`src/rtl/usb2_ep_router_if.sv`:
```
// Packet-engine side bus of usb2_ep_router: transaction control, buffer
// read/write port and per-endpoint status returned for the selected endpoint.
interface usb2_ep_router_if #(
   parameter int unsigned ADDR_W = 11,
   parameter int unsigned LEN_W  = 11
);
   logic [3:0]        sel_endp;
   logic              txn_start;
   logic              txn_end;
   logic              txn_abort;
   logic [ADDR_W-1:0] buf_in_addr;
   logic [7:0]        buf_in_data;
   logic              buf_in_wren;
   logic              buf_in_commit;
   logic [LEN_W-1:0]  buf_in_commit_len;
   logic              buf_in_ready;
   logic              buf_in_commit_ack;
   logic [ADDR_W-1:0] buf_out_addr;
   logic              buf_out_arm;
   logic [7:0]        buf_out_q;
   logic [LEN_W-1:0]  buf_out_len;
   logic              buf_out_hasdata;
   logic              buf_out_arm_ack;
   logic [1:0]        endp_mode;
   logic              endp_halted;
   logic              data_toggle_act;
   logic [1:0]        data_toggle;
   logic              setup_rcvd;

   modport master (
      output sel_endp, txn_start, txn_end, buf_in_addr, buf_in_data, buf_in_wren,
             buf_in_commit, buf_in_commit_len, buf_out_addr, buf_out_arm,
             data_toggle_act, setup_rcvd,
      input  txn_abort, buf_in_ready, buf_in_commit_ack, buf_out_q, buf_out_len,
             buf_out_hasdata, buf_out_arm_ack, endp_mode, endp_halted, data_toggle
   );

   modport slave (
      input  sel_endp, txn_start, txn_end, buf_in_addr, buf_in_data, buf_in_wren,
             buf_in_commit, buf_in_commit_len, buf_out_addr, buf_out_arm,
             data_toggle_act, setup_rcvd,
      output txn_abort, buf_in_ready, buf_in_commit_ack, buf_out_q, buf_out_len,
             buf_out_hasdata, buf_out_arm_ack, endp_mode, endp_halted, data_toggle
   );
endinterface

```
`src/rtl/usb2_ep_router.sv`:
```
// USB 2.0 endpoint router: transaction-scoped endpoint select, data toggle/halt
// state, transaction watchdog. Optional statistics via USB2_EP_ROUTER_STATS_EN.
module usb2_ep_router #(
   parameter int unsigned NUM_EP      = 5,
   parameter logic [31:0] EP_MODES    = 32'b10_10_01_10_00,
   parameter int unsigned ADDR_W      = 11,
   parameter int unsigned LEN_W       = 11,
   parameter int unsigned TXN_TIMEOUT = 4096
) (
   input  logic                      phy_clk,
   input  logic                      reset,
   usb2_ep_router_if.slave           io_bus,
   input  logic                      i_halt_set,
   input  logic                      i_halt_clr,
   input  logic [3:0]                i_halt_ep,
   input  logic                      i_toggle_rst_all,
   output logic [NUM_EP*ADDR_W-1:0]  o_ep_buf_in_addr,
   output logic [NUM_EP*8-1:0]       o_ep_buf_in_data,
   output logic [NUM_EP-1:0]         o_ep_buf_in_wren,
   output logic [NUM_EP-1:0]         o_ep_buf_in_commit,
   output logic [NUM_EP*LEN_W-1:0]   o_ep_buf_in_commit_len,
   input  logic [NUM_EP-1:0]         i_ep_buf_in_ready,
   input  logic [NUM_EP-1:0]         i_ep_buf_in_commit_ack,
   output logic [NUM_EP*ADDR_W-1:0]  o_ep_buf_out_addr,
   output logic [NUM_EP-1:0]         o_ep_buf_out_arm,
   input  logic [NUM_EP*8-1:0]       i_ep_buf_out_q,
   input  logic [NUM_EP*LEN_W-1:0]   i_ep_buf_out_len,
   input  logic [NUM_EP-1:0]         i_ep_buf_out_hasdata,
   input  logic [NUM_EP-1:0]         i_ep_buf_out_arm_ack,
   input  logic [3:0]                i_stat_sel,
   output logic [15:0]               o_stat_count
);
   localparam logic [1:0] ModeIsoch = 2'b01;

   typedef enum logic [0:0] {StIdle, StActive} state_e;

   state_e            r_state, w_state_nxt;
   logic [3:0]        r_sel, w_sel_nxt, w_sel;
   logic [15:0]       r_wdog, w_wdog_nxt;
   logic [NUM_EP-1:0] r_tog, w_tog_nxt, r_halt, w_halt_nxt;
   logic              w_active, w_expire, w_abort, w_close, w_strobe_en, w_tog_act;
   logic              w_sel_halt, w_sel_tog;
   logic [1:0]        w_sel_mode;

   assign w_active = (r_state == StActive);
   // Reset forces the view to endpoint 0 so the returned mux is defined.
   assign w_sel    = reset ? 4'd0 : r_sel;
   assign w_expire = w_active && (r_wdog == 16'(TXN_TIMEOUT - 1));
   assign w_close  = w_active && (io_bus.txn_start || io_bus.txn_end);

   always_ff @(posedge phy_clk) begin
      if (reset) begin
         r_state <= StIdle;
         r_sel   <= 4'd0;
         r_wdog  <= 16'd0;
         r_tog   <= '0;
         r_halt  <= '0;
      end else begin
         r_state <= w_state_nxt;
         r_sel   <= w_sel_nxt;
         r_wdog  <= w_wdog_nxt;
         r_tog   <= w_tog_nxt;
         r_halt  <= w_halt_nxt;
      end
   end

   always_comb begin
      w_state_nxt = r_state;
      w_sel_nxt   = r_sel;
      w_wdog_nxt  = r_wdog;
      w_abort     = 1'b0;
      unique case (r_state)
         StIdle: begin
            if (io_bus.txn_start) begin
               w_state_nxt = StActive;
               w_sel_nxt   = io_bus.sel_endp;
               w_wdog_nxt  = 16'd0;
            end
         end
         StActive: begin
            if (io_bus.txn_start) begin
               w_sel_nxt  = io_bus.sel_endp;
               w_wdog_nxt = 16'd0;
            end else if (io_bus.txn_end) begin
               w_state_nxt = StIdle;
            end else if (w_expire) begin
               w_state_nxt = StIdle;
               w_abort     = 1'b1;
            end else begin
               w_wdog_nxt = r_wdog + 16'd1;
            end
         end
         default: w_state_nxt = StIdle;
      endcase
   end

   assign io_bus.txn_abort = w_abort && !reset;

   // Returned mux; an out-of-range selection matches no slice and reads as halted.
   always_comb begin
      w_sel_halt                = 1'b1;
      w_sel_tog                 = 1'b0;
      w_sel_mode                = 2'b00;
      io_bus.buf_in_ready       = 1'b0;
      io_bus.buf_in_commit_ack  = 1'b0;
      io_bus.buf_out_q          = '0;
      io_bus.buf_out_len        = '0;
      io_bus.buf_out_hasdata    = 1'b0;
      io_bus.buf_out_arm_ack    = 1'b0;
      for (int n = 0; n < NUM_EP; n++) begin
         if (w_sel == 4'(n)) begin
            w_sel_halt               = r_halt[n];
            w_sel_tog                = r_tog[n];
            w_sel_mode               = EP_MODES[2*n +: 2];
            io_bus.buf_in_ready      = i_ep_buf_in_ready[n];
            io_bus.buf_in_commit_ack = i_ep_buf_in_commit_ack[n];
            io_bus.buf_out_q         = i_ep_buf_out_q[n*8 +: 8];
            io_bus.buf_out_len       = i_ep_buf_out_len[n*LEN_W +: LEN_W];
            io_bus.buf_out_hasdata   = i_ep_buf_out_hasdata[n];
            io_bus.buf_out_arm_ack   = i_ep_buf_out_arm_ack[n];
         end
      end
   end

   assign io_bus.endp_mode   = w_sel_mode;
   assign io_bus.endp_halted = !reset && w_sel_halt;
   assign io_bus.data_toggle = {1'b0, !reset && w_sel_tog && (w_sel_mode != ModeIsoch)};

   assign w_strobe_en = !reset && w_active && !io_bus.txn_start && !w_sel_halt;

   always_comb begin
      o_ep_buf_in_addr       = '0;
      o_ep_buf_in_data       = '0;
      o_ep_buf_in_wren       = '0;
      o_ep_buf_in_commit     = '0;
      o_ep_buf_in_commit_len = '0;
      o_ep_buf_out_addr      = '0;
      o_ep_buf_out_arm       = '0;
      for (int n = 0; n < NUM_EP; n++) begin
         if (!reset && (w_sel == 4'(n))) begin
            o_ep_buf_in_addr[n*ADDR_W +: ADDR_W]      = io_bus.buf_in_addr;
            o_ep_buf_in_data[n*8 +: 8]                = io_bus.buf_in_data;
            o_ep_buf_in_commit_len[n*LEN_W +: LEN_W]  = io_bus.buf_in_commit_len;
            o_ep_buf_out_addr[n*ADDR_W +: ADDR_W]     = io_bus.buf_out_addr;
            o_ep_buf_in_wren[n]   = w_strobe_en && io_bus.buf_in_wren;
            o_ep_buf_in_commit[n] = w_strobe_en && io_bus.buf_in_commit;
            o_ep_buf_out_arm[n]   = w_strobe_en && io_bus.buf_out_arm;
         end
      end
   end

   assign w_tog_act = w_active && io_bus.data_toggle_act && !w_sel_halt &&
                      (w_sel_mode != ModeIsoch);

   // Later assignments win: act, then setup, then clear, then set, then global reset.
   always_comb begin
      w_tog_nxt  = r_tog;
      w_halt_nxt = r_halt;
      for (int n = 0; n < NUM_EP; n++) begin
         if (w_tog_act && (w_sel == 4'(n))) w_tog_nxt[n] = ~r_tog[n];
      end
      if (io_bus.setup_rcvd) begin
         w_tog_nxt[0]  = 1'b1;
         w_halt_nxt[0] = 1'b0;
      end
      for (int n = 0; n < NUM_EP; n++) begin
         if (i_halt_ep == 4'(n)) begin
            if (i_halt_clr && !i_halt_set) begin
               w_halt_nxt[n] = 1'b0;
               w_tog_nxt[n]  = 1'b0;
            end
            if (i_halt_set) w_halt_nxt[n] = 1'b1;
         end
      end
      if (i_toggle_rst_all) begin
         w_tog_nxt  = '0;
         w_halt_nxt = '0;
      end
   end

`ifdef USB2_EP_ROUTER_STATS_EN
   logic [15:0] r_stat_cnt [NUM_EP];
   logic [15:0] r_stat_out;

   always_ff @(posedge phy_clk) begin
      if (reset || i_toggle_rst_all) begin
         for (int n = 0; n < NUM_EP; n++) r_stat_cnt[n] <= 16'd0;
      end else if (w_close) begin
         for (int n = 0; n < NUM_EP; n++) begin
            if ((r_sel == 4'(n)) && (r_stat_cnt[n] != 16'hFFFF)) begin
               r_stat_cnt[n] <= r_stat_cnt[n] + 16'd1;
            end
         end
      end
   end

   always_ff @(posedge phy_clk) begin
      if (reset) begin
         r_stat_out <= 16'd0;
      end else begin
         r_stat_out <= 16'd0;
         for (int n = 0; n < NUM_EP; n++) begin
            if (i_stat_sel == 4'(n)) r_stat_out <= r_stat_cnt[n];
         end
      end
   end

   assign o_stat_count = r_stat_out;
`else
   logic w_unused_stat;
   assign w_unused_stat = ^{i_stat_sel, w_close};
   assign o_stat_count  = 16'd0;
`endif
endmodule

```
`src/flat_wrapper.sv`:
```
// flat-port wrapper written by rule: the top's interface ports become plain ports
module usb2_ep_router_flat 
#(
   parameter int unsigned NUM_EP      = 5,
   parameter logic [31:0] EP_MODES    = 32'b10_10_01_10_00,
   parameter int unsigned ADDR_W      = 11,
   parameter int unsigned LEN_W       = 11,
   parameter int unsigned TXN_TIMEOUT = 4096
)
  (phy_clk, reset, i_halt_set, i_halt_clr, i_halt_ep, i_toggle_rst_all, o_ep_buf_in_addr, o_ep_buf_in_data, o_ep_buf_in_wren, o_ep_buf_in_commit, o_ep_buf_in_commit_len, i_ep_buf_in_ready, i_ep_buf_in_commit_ack, o_ep_buf_out_addr, o_ep_buf_out_arm, i_ep_buf_out_q, i_ep_buf_out_len, i_ep_buf_out_hasdata, i_ep_buf_out_arm_ack, i_stat_sel, o_stat_count, io_bus_sel_endp, io_bus_txn_start, io_bus_txn_end, io_bus_buf_in_addr, io_bus_buf_in_data, io_bus_buf_in_wren, io_bus_buf_in_commit, io_bus_buf_in_commit_len, io_bus_buf_out_addr, io_bus_buf_out_arm, io_bus_data_toggle_act, io_bus_setup_rcvd, io_bus_txn_abort, io_bus_buf_in_ready, io_bus_buf_in_commit_ack, io_bus_buf_out_q, io_bus_buf_out_len, io_bus_buf_out_hasdata, io_bus_buf_out_arm_ack, io_bus_endp_mode, io_bus_endp_halted, io_bus_data_toggle);
  usb2_ep_router_if #(.ADDR_W(ADDR_W), .LEN_W(LEN_W)) io_bus_i ();
  input  logic phy_clk;
  input  logic reset;
  input  logic i_halt_set;
  input  logic i_halt_clr;
  input  logic [3:0] i_halt_ep;
  input  logic i_toggle_rst_all;
  output logic [NUM_EP*ADDR_W-1:0] o_ep_buf_in_addr;
  output logic [NUM_EP*8-1:0] o_ep_buf_in_data;
  output logic [NUM_EP-1:0] o_ep_buf_in_wren;
  output logic [NUM_EP-1:0] o_ep_buf_in_commit;
  output logic [NUM_EP*LEN_W-1:0] o_ep_buf_in_commit_len;
  input  logic [NUM_EP-1:0] i_ep_buf_in_ready;
  input  logic [NUM_EP-1:0] i_ep_buf_in_commit_ack;
  output logic [NUM_EP*ADDR_W-1:0] o_ep_buf_out_addr;
  output logic [NUM_EP-1:0] o_ep_buf_out_arm;
  input  logic [NUM_EP*8-1:0] i_ep_buf_out_q;
  input  logic [NUM_EP*LEN_W-1:0] i_ep_buf_out_len;
  input  logic [NUM_EP-1:0] i_ep_buf_out_hasdata;
  input  logic [NUM_EP-1:0] i_ep_buf_out_arm_ack;
  input  logic [3:0] i_stat_sel;
  output logic [15:0] o_stat_count;
  input wire logic [$bits(io_bus_i.sel_endp)-1:0] io_bus_sel_endp;
  input wire logic [$bits(io_bus_i.txn_start)-1:0] io_bus_txn_start;
  input wire logic [$bits(io_bus_i.txn_end)-1:0] io_bus_txn_end;
  input wire logic [$bits(io_bus_i.buf_in_addr)-1:0] io_bus_buf_in_addr;
  input wire logic [$bits(io_bus_i.buf_in_data)-1:0] io_bus_buf_in_data;
  input wire logic [$bits(io_bus_i.buf_in_wren)-1:0] io_bus_buf_in_wren;
  input wire logic [$bits(io_bus_i.buf_in_commit)-1:0] io_bus_buf_in_commit;
  input wire logic [$bits(io_bus_i.buf_in_commit_len)-1:0] io_bus_buf_in_commit_len;
  input wire logic [$bits(io_bus_i.buf_out_addr)-1:0] io_bus_buf_out_addr;
  input wire logic [$bits(io_bus_i.buf_out_arm)-1:0] io_bus_buf_out_arm;
  input wire logic [$bits(io_bus_i.data_toggle_act)-1:0] io_bus_data_toggle_act;
  input wire logic [$bits(io_bus_i.setup_rcvd)-1:0] io_bus_setup_rcvd;
  output wire logic [$bits(io_bus_i.txn_abort)-1:0] io_bus_txn_abort;
  output wire logic [$bits(io_bus_i.buf_in_ready)-1:0] io_bus_buf_in_ready;
  output wire logic [$bits(io_bus_i.buf_in_commit_ack)-1:0] io_bus_buf_in_commit_ack;
  output wire logic [$bits(io_bus_i.buf_out_q)-1:0] io_bus_buf_out_q;
  output wire logic [$bits(io_bus_i.buf_out_len)-1:0] io_bus_buf_out_len;
  output wire logic [$bits(io_bus_i.buf_out_hasdata)-1:0] io_bus_buf_out_hasdata;
  output wire logic [$bits(io_bus_i.buf_out_arm_ack)-1:0] io_bus_buf_out_arm_ack;
  output wire logic [$bits(io_bus_i.endp_mode)-1:0] io_bus_endp_mode;
  output wire logic [$bits(io_bus_i.endp_halted)-1:0] io_bus_endp_halted;
  output wire logic [$bits(io_bus_i.data_toggle)-1:0] io_bus_data_toggle;
  assign io_bus_i.sel_endp = io_bus_sel_endp;
  assign io_bus_i.txn_start = io_bus_txn_start;
  assign io_bus_i.txn_end = io_bus_txn_end;
  assign io_bus_i.buf_in_addr = io_bus_buf_in_addr;
  assign io_bus_i.buf_in_data = io_bus_buf_in_data;
  assign io_bus_i.buf_in_wren = io_bus_buf_in_wren;
  assign io_bus_i.buf_in_commit = io_bus_buf_in_commit;
  assign io_bus_i.buf_in_commit_len = io_bus_buf_in_commit_len;
  assign io_bus_i.buf_out_addr = io_bus_buf_out_addr;
  assign io_bus_i.buf_out_arm = io_bus_buf_out_arm;
  assign io_bus_i.data_toggle_act = io_bus_data_toggle_act;
  assign io_bus_i.setup_rcvd = io_bus_setup_rcvd;
  assign io_bus_txn_abort = io_bus_i.txn_abort;
  assign io_bus_buf_in_ready = io_bus_i.buf_in_ready;
  assign io_bus_buf_in_commit_ack = io_bus_i.buf_in_commit_ack;
  assign io_bus_buf_out_q = io_bus_i.buf_out_q;
  assign io_bus_buf_out_len = io_bus_i.buf_out_len;
  assign io_bus_buf_out_hasdata = io_bus_i.buf_out_hasdata;
  assign io_bus_buf_out_arm_ack = io_bus_i.buf_out_arm_ack;
  assign io_bus_endp_mode = io_bus_i.endp_mode;
  assign io_bus_endp_halted = io_bus_i.endp_halted;
  assign io_bus_data_toggle = io_bus_i.data_toggle;
  usb2_ep_router #(.NUM_EP(NUM_EP), .EP_MODES(EP_MODES), .ADDR_W(ADDR_W), .LEN_W(LEN_W), .TXN_TIMEOUT(TXN_TIMEOUT)) u_core (.phy_clk(phy_clk), .reset(reset), .io_bus(io_bus_i), .i_halt_set(i_halt_set), .i_halt_clr(i_halt_clr), .i_halt_ep(i_halt_ep), .i_toggle_rst_all(i_toggle_rst_all), .o_ep_buf_in_addr(o_ep_buf_in_addr), .o_ep_buf_in_data(o_ep_buf_in_data), .o_ep_buf_in_wren(o_ep_buf_in_wren), .o_ep_buf_in_commit(o_ep_buf_in_commit), .o_ep_buf_in_commit_len(o_ep_buf_in_commit_len), .i_ep_buf_in_ready(i_ep_buf_in_ready), .i_ep_buf_in_commit_ack(i_ep_buf_in_commit_ack), .o_ep_buf_out_addr(o_ep_buf_out_addr), .o_ep_buf_out_arm(o_ep_buf_out_arm), .i_ep_buf_out_q(i_ep_buf_out_q), .i_ep_buf_out_len(i_ep_buf_out_len), .i_ep_buf_out_hasdata(i_ep_buf_out_hasdata), .i_ep_buf_out_arm_ack(i_ep_buf_out_arm_ack), .i_stat_sel(i_stat_sel), .o_stat_count(o_stat_count));
endmodule
```
`config.mk`:
```
export PLATFORM = sky130hd
export DESIGN_NAME = usb2_ep_router_flat
export DESIGN_NICKNAME = d
export VERILOG_FILES = /design/src/rtl/usb2_ep_router_if.sv /design/src/rtl/usb2_ep_router.sv /design/src/flat_wrapper.sv
export SDC_FILE = /design/constraint.sdc
export NUM_CORES = 1
export LEC_CHECK = 0
export ABC_AREA = 1
export CAP_MARGIN = 20
export CORE_AREA = 2 2 174 176
export DETAILED_ROUTE_END_ITERATION = 8
export DIE_AREA = 0 0 176 178
export GPL_ROUTABILITY_DRIVEN = 0
export PLACE_DENSITY = 0.55
export SETUP_SLACK_MARGIN = 0.1
export SLEW_MARGIN = 10
export SYNTH_ARGS = -nofsm -noshare
export SYNTH_HDL_FRONTEND = slang
export SYNTH_SLANG_ARGS = --single-unit
export TNS_END_PERCENT = 10
```
`constraint.sdc`:
```
create_clock -name phy_clk -period 2.3 [get_ports phy_clk]
set_input_delay 0.46 -clock phy_clk [delete_from_list [all_inputs] [get_ports phy_clk]]
set_output_delay 0.46 -clock phy_clk [all_outputs]
set_load 0.02 [all_outputs]
```
==> reports/summary.txt <==
Initial DRT Pass Iterations: 5
FILL cells: 3300
Critical Path Fanout Max: 6
PD cells: 303 nW/um2
chip width: 176 um
Seq. cell area: 614 um2
antenna violations before repair: 1
register area share after synthesis: 16.6%
hold_sp: u_core.r_wdog[0]
Critical Path End Type: primary output
post-route cell area: 8630 um2
Synth Area in Compound Gates: 15.5%
headroom to the max-slew limit: 65.9%
Setup WS pre-CTS: -1.00 ns
synthesized instance count: 704
Crit path depth: 11
WP buf/inv: 2
Post-synth EDFFs: 0
Area contributors post-synth: nor2_1 (27%), dfxtp_1 (17%), nand2_1 (12%)
async set-reset flop share out of synthesis: 0%
adder-cell share of the synthesized area: 0.345%
Max Cap Viol: 0
routing usage on met2: 26.7%
Global Route met3 Usage: 2.34%
Distinct cells, synth: 36
R2R Path Start: u_core.r_wdog[1]
largest area contributor in the netlist: nor2_1
Mapped Area: 3620 um2
largest family of logic cells by synthesized area: simple AND/OR/NAND/NOR gates
Top delay family on crit path: simple AND/OR/NAND/NOR gates
Final #Nets: 1345
Initial Util: 12.3%
port bufs: 423
slowest CP cell: dfxtp_4
Synth Register Bits: 30
commonest cells in the synthesized netlist: nor2_1 (261), nand2_1 (115), inv_1 (79)
Die Y: 178 um
Reg2Reg Depth: 11
Skew-Pair Late Insertion Delay: 0.28 ns
Routed Antenna Nets: 0
# H-tree levels: 2
final setup skew: 0.00635 ns
XOR/XNOR share of the synthesized area: 0%
Final setup viols: 20
Leak: 4.15 nW
most used cell, CP: nand2_4
worst vdd ir: 0.232 mV
status: finished with violations
Pins Over Slew Limit: 0
Hold WC Path Type: reg -> reg
ys flop type: dfxtp_1
Cell Rows: 63
WS Path Type: reg -> out
vias in the first global route: 5682
most frequent cell after synthesis: nor2_1
area of the multi-input gates: 2710 um2
layout cell share with drive strength beyond 1: 32.8%
Crit path largest cell delay: 0.35 ns
I/O Pins: 445
failing checks: setup timing
total track usage: 14.5%
Hold Crit Depth: 1
clock buffer depth: 2
WL per Instance: 16.1 um
CP Launch Type: flop
endpoints failing hold: 0
core area: 29400 um2
Avg Inst Size Synth: 5.15 um2
CTS Root Cell: clkbuf_16
WL final: 25.0 mm
setup slack after layout: -0.0743 ns
CTS tree: yes
Min Clock Period, post-route: 2.37 ns
first-pass GRT wire length: 35.0 mm
M1 GR Usage: 18.1%
via density per instance: 3.95
Syn-to-layout area delta: 138%
largest net degree at the start of global routing: 45
die area: 31300 um2
Critical Path Start: u_core.r_sel[3]
DRC violations left: 0
Simple-Gate Fraction of Synth Area: 50.2%
CP arrival: 1.91 ns
final HPWL from detailed placement: 19.9 mm
worst path cell trace: nor2_4, nand3_2, nand2_4, nor2_2, nand2_4, nand2_4, nor3_4, buf_6, nand2_8, nor2_4, buf_6
CTS Buf Count: 5
Synth top area share: 27.0%
worst-margin pin slew: 0.507 ns
grt ovf: 0
RSZ-0062 raised after global routing: true
Reg clk slew, reported paths: 0.05 ns
Ys Warns: 0
diodes inserted: 0
Initial DRC Count: 303
mux cell area share after synthesis: 0%
GRT Max-Usage Layer: met2
maximum operating frequency: 421 MHz
placed cell area: 8680 um2
fin crit share: 103%
Worst Path Required: 1.84 ns
total number of vias: 6143
Final Power: 0.00261 W
CTS Sinks: 30
[worst paths after layout]
| path | endpoint | slack, ns |
|---|---|---|
| worst min register to register | u_core.r_wdog[0] | 0.45 |
| worst max register to register | u_core.r_wdog[12] | 0.48 |
| worst min-delay path | u_core.r_wdog[0] | 0.45 |
| worst max-delay path | o_ep_buf_in_wren[3] | -0.07 |
[power by group]
part / switching [W] / internal, W
logic: 0.000745 / 0.000679
registers: 0.00000969 / 0.000529
clock network: 0.000223 / 0.000428
[logic make-up after synthesis]
| family | count (synthesis) |
|---|---|
| buf+inv | 142 |
| fa+ha+maj | 1 |
| other cells | 1 |
| simple gates | 437 |
| flops | 30 |
| compound gates | 93 |
[stage by stage]
stage,hold slack [ns],setup TNS [ns],utilization (%),instances
finish,0.446,-0.712,29.4,1555
global route,0.471,-4.29,29.4,1555
CTS,0.453,-2.03,29.3,1552
detailed placement,0.444,-183.45,29.5,1540
global placement,0.431,-180.90,29.5,1540
floorplan,0.421,0,-,720
[sequential cells by signal, summed over array words and instances, names as in the netlist]
name,cells
u_core.r_wdog,16
u_core.r_halt,5
u_core.r_sel,4
u_core.r_tog,4
u_core.r_state,1
[placed cells by master, fill, tap and decap left out, types with 3 or more instances in the layout]
master / instances
nand2_4: 5
a21oi_1: 44
buf_12: 9
nor2_2: 10
nand3_1: 21
nand3_2: 5
o22ai_1: 7
nand2_2: 9
nand4_1: 7
dlygate4sd2_1: 11
buf_6: 33
nor2_1: 241
o21ai_0: 12
a221o_1: 6
inv_1: 78
inv_4: 3
clkdlybuf4s15_2: 27
nor2_4: 16
clkdlybuf4s50_1: 174
clkbuf_2: 39
clkdlybuf4s15_1: 5
inv_2: 8
a22oi_1: 3
clkbuf_16: 7
dfxtp_4: 3
conb_1: 17
buf_4: 140
nand2_8: 3
dfxtp_1: 25
buf_2: 48
nand2_1: 107
o2111ai_1: 9
a31oi_1: 3
nor3_1: 5
[worst register-to-register path, delay by kind of cell (launching register included)]
| family | cells | cell delay [ns] |
|---|---|---|
| compound gates | 2 | 0.21 |
| flops | 1 | 0.35 |
| simple gates | 8 | 1.00 |
| fa+ha+maj | 1 | 0.19 |
[per-layer routing]
metal | routed length (um) | vias to the layer above
met5 | 7 | -
met1 | 10600 | 2798
met3 | 1570 | 24
met4 | 290 | 2
li1 | - | 3092
met2 | 12600 | 227
[layout make-up]
| class | count | share of cell area [%] |
|---|---|---|
| timing repair buffer | 490 | 50.1 |
| clock inverter | 1 | 0.0580 |
| tap | 390 | 5.65 |
| multi-input combinational | 548 | 31.4 |
| inverter | 89 | 3.96 |
| clock buffer | 7 | 1.65 |
| sequential | 30 | 7.12 |
[repair_timing]
| item | 4_1_cts | 5_1_grt |
|---|---|---|
| endpoints found under the hold margin | 0 | 0 |
| hold buffers | 0 | 0 |
| setup buffers | 3 | 1 |
| pin swaps | 11 | 15 |
| cloned | 1 | 2 |
| endpoints found under the setup margin | 252 | 230 |
| gates resized for setup | 931 | 181 |
No activity file was read; power rests on OpenSTA's default activity.
